===== src/rtl/deselect4_arbiter.sv =====
// deselect4_arbiter: round-robin sharing of one Deselect4 mux between two requesters with a registered, error-flagged output buffer
module deselect4_arbiter #(
  parameter int ERR_CNT_W = 8,
  parameter bit CHECK_ILLEGAL = 1'b1
) (
  input  logic                 clk,
  input  logic                 rst,
  input  logic                 a_valid,
  output logic                 a_ready,
  input  logic [7:0]           a_data,
  input  logic                 b_valid,
  output logic                 b_ready,
  input  logic [7:0]           b_data,
  output logic                 dsel_sel,
  output logic [7:0]           dsel_a,
  output logic [7:0]           dsel_b,
  input  logic [7:0]           dsel_y,
  output logic                 out_valid,
  input  logic                 out_ready,
  output logic [7:0]           out_data,
  output logic                 out_src,
  output logic                 out_err,
  output logic [ERR_CNT_W-1:0] err_cnt
);
  logic can_acc, gnt_a, gnt_b, xfer, ptr, sel_q, y_err;
  assign dsel_a = a_data;
  assign dsel_b = b_data;
  assign can_acc = !rst && (!out_valid || out_ready);
  // ptr=0 prefers A on contention, ptr=1 prefers B
  assign gnt_a = can_acc && a_valid && (!b_valid || !ptr);
  assign gnt_b = can_acc && b_valid && (!a_valid || ptr);
  assign a_ready = gnt_a;
  assign b_ready = gnt_b;
  assign xfer = gnt_a || gnt_b;
  assign dsel_sel = rst ? 1'b0 : gnt_b ? 1'b1 : gnt_a ? 1'b0 : sel_q;
  assign y_err = CHECK_ILLEGAL && (dsel_y[7:6] == 2'b00 || dsel_y[5:4] == 2'b00 ||
                                   dsel_y[3:2] == 2'b00 || dsel_y[1:0] == 2'b00);
  always_ff @(posedge clk) begin
    if (rst) begin
      out_valid <= 1'b0;
      out_data  <= 8'hFF;
      out_src   <= 1'b0;
      out_err   <= 1'b0;
      err_cnt   <= '0;
      ptr       <= 1'b0;
      sel_q     <= 1'b0;
    end else begin
      sel_q <= dsel_sel;
      if (xfer) begin
        out_valid <= 1'b1;
        out_data  <= dsel_y;
        out_src   <= gnt_b;
        out_err   <= y_err;
        ptr       <= gnt_a;
        if (y_err && !(&err_cnt)) err_cnt <= err_cnt + 1'b1;
      end else if (out_ready) begin
        out_valid <= 1'b0;
      end
    end
  end
endmodule


===== config.mk =====
export PLATFORM = sky130hd
export DESIGN_NAME = deselect4_arbiter
export DESIGN_NICKNAME = d
export VERILOG_FILES = /design/src/rtl/deselect4_arbiter.sv
export SDC_FILE = /design/constraint.sdc
export NUM_CORES = 1
export LEC_CHECK = 0
export ABC_AREA = 1
export CORE_MARGIN = 5
export CORE_UTILIZATION = 50
export CTS_CLUSTER_DIAMETER = 200
export DETAILED_ROUTE_END_ITERATION = 8
export DONT_BUFFER_PORTS = 1
export GPL_TIMING_DRIVEN = 0
export PLACE_DENSITY = 0.68
export RECOVER_POWER = 25
export SYNTH_ARGS = -nofsm -noshare
export SYNTH_HDL_FRONTEND = slang
export SYNTH_SLANG_ARGS = --single-unit

===== constraint.sdc =====
create_clock -name clk -period 1.3 [get_ports clk]
set_input_delay 0.26 -clock clk [delete_from_list [all_inputs] [get_ports clk]]
set_output_delay 0.26 -clock clk [all_outputs]
set_load 0.02 [all_outputs]

==> impl_table.tex, run 1 <==
\begin{tabular}{lr}
\hline
Metric & Value \\
\hline
\multicolumn{2}{l}{\textbf{Outcome}} \\
Run status & finished, violations left \\
Failing checks & negative setup slack \\
\multicolumn{2}{l}{\textbf{Clock tree}} \\
Level count of the clock H-tree & 1 \\
Post-CTS clock slew at the launch and capture registers of the worst setup and hold paths & approximately 0.13 ns \\
Total CTS buffers & 3 \\
CTS sink cnt & 21 \\
Clock tree from TritonCTS & built \\
Clock latency at the later pin of the worst-skew pair & $\sim$0.32 ns \\
Master cell of the clock root buffer & sky130\_fd\_sc\_hd\_\_clkbuf\_4 \\
Clock Path Buffers & 2 \\
\multicolumn{2}{l}{\textbf{Power and ir drop}} \\
Part of the power in registers & between 50\% and 60\% \\
Sw Ratio & 37.1\% \\
Maximum resistive drop on vdd & between 1000 and 1500 uV \\
Leakage Power & a little over 0.7 nW \\
Switch Pwr & 0.000591 W \\
Design internal power & 0.00100 W \\
Share of total power in combinational logic & 26.9\% \\
Clock power frac & 21.5\% \\
Power density over the cells & $\sim$1000 mW/mm\^{}2 \\
\multicolumn{2}{l}{\textbf{Worst setup path}} \\
Arrival @ worst endpoint & $\sim$1.3 ns \\
Setup crit end kind & output port \\
Total buffers and inverters traversed by the critical path & 2 \\
Cell type of the slowest stage on the worst timing path & sky130\_fd\_sc\_hd\_\_dfxtp\_2 \\
Critical setup path kind & reg2out \\
Critical path fanouts, max & 3 \\
WP data required & 1.04 ns \\
Crit-path cells & inv\_1 -> nand2\_1 -> nand2\_2 -> nor2\_4 -> inv\_2 -> o21ai\_4 \\
Crit-path max cell delay & 0.37 ns \\
Top cell family by delay on the critical path & flip-flops \\
Critical path startpoint category & flip-flop \\
\multicolumn{2}{l}{\textbf{GRT}} \\
Overflow left after global routing & 0 \\
Global-route met1 utilization & a little under a fifth \\
Number of global-route vias before repair & 979 \\
Global-route wire length before repair & around 4.3 mm \\
Met3 global-route usage & about 6.8\% \\
Antenna violations before repair & 0 \\
Total track usage & 16.1\% \\
Met2 capacity usage during global routing & between 20 and 30\% \\
Largest net degree at the start of global routing & 14 \\
Layer with the highest usage after global routing & met2 \\
\multicolumn{2}{l}{\textbf{Route}} \\
Average via count per standard cell & a little over 5 \\
Number of nets with antenna violations after detailed routing & 0 \\
Routed wirelength normalized by instance count & around 14 um \\
Number of DRC markers after the initial detailed-route iteration & 24 \\
Number of iterations in the first detailed-routing pass & 4 \\
DRC Markers & 0 \\
WL final & $\sim$3.0 mm \\
Via Count & between 1000 and 1500 \\
\multicolumn{2}{l}{\textbf{Logic synthesis}} \\
Portion of the post-synthesis area used by sequential elements & between 30 and 40\% \\
Synth Instances & between 150 and 200 \\
Mean Syn Cell Area & roughly 7 sq um \\
Distinct cells, synth & 22 \\
Syn Std Cell Area & 0.00118 sq mm \\
Yosys Warn Count & 0 \\
Synth Net Count & 196 \\
Register bit total from synthesis & 21 \\
\multicolumn{2}{l}{\textbf{STA}} \\
Pin slew with the least headroom to its limit & 0.289 ns \\
Worst setup slack after layout & -0.221 ns \\
Final hold vios & 0 \\
Setup\_tns & -1.31 ns \\
Headroom to the max-slew limit & slightly above 80\% \\
Final count of pins violating max slew & 0 \\
Share of the clock period used by the worst path & 117\% \\
Final setup violation count & 19 \\
Max frequency & about 0.66 GHz \\
Minimum clock period after layout & approximately 1.5 ns \\
Worst clock skew & $\sim$0.0032 ns \\
RSZ-0062 raised after global routing & true \\
\multicolumn{2}{l}{\textbf{Die}} \\
Overall die width & 58.7 um \\
Effective utilization at floorplan & between 50\% and 60\% \\
Std-Cell Core Area & about 0.0022 sq mm \\
Area of the die & approximately 0.0034 sq mm \\
Height of the die & 58.7 um \\
Top-Level Pins & 67 \\
Number of placement rows & 17 \\
\multicolumn{2}{l}{\textbf{Run}} \\
\# Max-Cap Violations & 0 \\
\multicolumn{2}{l}{\textbf{Cells and area}} \\
Total Nets Final & roughly 210 \\
Layout-stage area growth over the synthesis result & 30.2\% \\
Fraction of layout cells with a size suffix above 1 & around two fifths \\
Antenna diode instance count & 0 \\
Fillers & roughly 170 \\
\multicolumn{2}{l}{\textbf{Placed design}} \\
Worst slack at placement & -0.138 ns \\
Number of input and output port buffers inserted & 0 \\
Post-DP HPWL & 2.02 mm \\
Final weighted congestion of routability-driven global placement & $\sim$0.81 \\
\multicolumn{2}{l}{\textbf{Min path}} \\
Class of the worst hold path & in2reg \\
\hline
\end{tabular}
==> Yosys cell counts <==
cell type	count	area, sq um
sky130_fd_sc_hd__xor2_1	2	17.5
sky130_fd_sc_hd__a21oi_4	1	16.3
sky130_fd_sc_hd__buf_6	1	11.3
sky130_fd_sc_hd__nor2_1	23	86.3
sky130_fd_sc_hd__inv_1	22	82.6
sky130_fd_sc_hd__buf_2	1	5.00
sky130_fd_sc_hd__nor3_1	1	5.00
sky130_fd_sc_hd__nand2_1	45	169
sky130_fd_sc_hd__xnor2_1	1	8.76
sky130_fd_sc_hd__inv_2	1	3.75
sky130_fd_sc_hd__inv_4	2	12.5
sky130_fd_sc_hd__a21oi_1	3	15.0
sky130_fd_sc_hd__nand4_1	2	12.5
sky130_fd_sc_hd__ha_1	1	12.5
sky130_fd_sc_hd__nand2_4	1	11.3
sky130_fd_sc_hd__nand3b_1	1	7.51
sky130_fd_sc_hd__buf_4	16	120
sky130_fd_sc_hd__o21ai_0	3	15.0
sky130_fd_sc_hd__nand3_1	9	45.0
sky130_fd_sc_hd__nand2_2	1	6.26
sky130_fd_sc_hd__dfxtp_1	21	420
sky130_fd_sc_hd__o211ai_2	8	100
==> final timing paths <==
path,start,to,slack (ns),cells past startpoint
hold / removal,rst,err_cnt[7],0.11,3
setup reg to reg,out_valid,err_cnt[6],-0.09,10
setup / recovery,ptr,dsel_sel,-0.22,6
hold reg to reg,ptr,ptr,0.53,2
==> cell type report <==
type                    count  area, sq um  area share, %
clock inverters             1         7.51          0.487
plain buffers              18          111           7.22
flip-flops and latches     21          445           28.9
multi-input cells         102          671           43.5
clock buffers               3         22.5           1.46
repair buffers             13          145           9.42
well taps                  28         35.0           2.27
inverters                  25          104           6.74
==> state kept, by name, indices dropped and copies added (netlist names) <==
name / count
ptr: 1
err_cnt: 8
out_err: 1
out_src: 1
sel_q: 1
out_data: 8
out_valid: 1
==> worst min-delay path, delay by kind of cell <==
| kind | cells | cell delay (ns) |
|---|---|---|
| and+or+nand+nor | 2 | 0.10 |
| buffers and inverters | 1 | 0.05 |
==> through the flow <==
step	utilization [%]	instance area, sq um	hold WS (ns)	power (W)	std cells
after floorplan	-	1200	0.329	0.00108	166
after global routing	69.0	1540	0.107	0.00168	211
final	69.0	1540	0.110	0.00159	211
after CTS	63.4	1420	0.0941	0.00153	208
after global placement	55.5	1240	0.333	0.00112	194
after detailed placement	55.5	1240	0.332	0.00113	194
==> layer usage <==
layer | share of wire (%) | wire length (um)
met1 | 37 | 1120
met2 | 51 | 1550
met3 | 11 | 339
met4 | 0.82 | 25
met5 | 0 | 0
==> what timing repair did <==
| action | in CTS | in global routing |
|---|---|---|
| buffers inserted | 9 | 2 |
| setup endpoints to repair | 21 | 21 |
| gates resized for setup | 22 | 29 |
| cloned | 0 | 1 |
| hold buffers | 1 | 0 |
| endpoints found under the hold margin | 4 | 0 |
| pin swaps | 8 | 9 |
==> power by group through the flow <==
stage	Combinational (W)	Sequential, W	Clock, W
floorplan	0.000270	0.000809	0
global placement	0.000297	0.000824	0
detailed placement	0.000309	0.000824	0
CTS	0.000360	0.000818	0.000348
global route	0.000467	0.000830	0.000380
finish	0.000428	0.000822	0.000342
==> layout by cell type (no fill, tap or decap), types with 2 or more instances in the layout <==
cell type                  instances
sky130_fd_sc_hd__inv_2             2
sky130_fd_sc_hd__buf_6             4
sky130_fd_sc_hd__clkbuf_4          3
sky130_fd_sc_hd__nand3_1           8
sky130_fd_sc_hd__nand4_1           2
sky130_fd_sc_hd__dfxtp_4           5
sky130_fd_sc_hd__inv_1            21
sky130_fd_sc_hd__o211ai_2          8
sky130_fd_sc_hd__buf_12            2
sky130_fd_sc_hd__clkbuf_1          9
sky130_fd_sc_hd__nor2_2            2
sky130_fd_sc_hd__nand2_8           2
sky130_fd_sc_hd__buf_4            13
sky130_fd_sc_hd__nor2_1           17
sky130_fd_sc_hd__o21ai_0           2
sky130_fd_sc_hd__nand2_1          31
sky130_fd_sc_hd__nor2_4            4
sky130_fd_sc_hd__a21oi_1           2
sky130_fd_sc_hd__nand2_2          12
sky130_fd_sc_hd__dfxtp_2           5
sky130_fd_sc_hd__nand2_4           2
sky130_fd_sc_hd__xor2_1            2
sky130_fd_sc_hd__dfxtp_1          11
==> logic make-up (layout without fill, tap and decap cells) <==
kind of cell / after synthesis / after routing / synth area share [%]
AND/OR/NAND/NOR: 83 / 83 / 29.0
flip-flops: 21 / 21 / 35.5
buffers and inverters: 43 / 60 / 19.9
adder cells (fa/ha/maj): 1 / 1 / 1.06
XOR/XNOR: 3 / 3 / 2.22
AO/OA/AOI/OAI: 15 / 15 / 12.4
Power figures use the tool's default switching activity.
==> run 2, diff against run 1 <==
--- a/config.mk
+++ b/config.mk
@@ -6,6 +6,7 @@
 export NUM_CORES = 1
 export LEC_CHECK = 0
 export ABC_AREA = 1
+export ABC_CLOCK_PERIOD_IN_PS = 1300
 export CORE_MARGIN = 5
 export CORE_UTILIZATION = 50
 export CTS_CLUSTER_DIAMETER = 200
==> results of run 2 <==
The final DEF is identical to that of run 1; final timing and power are the same.
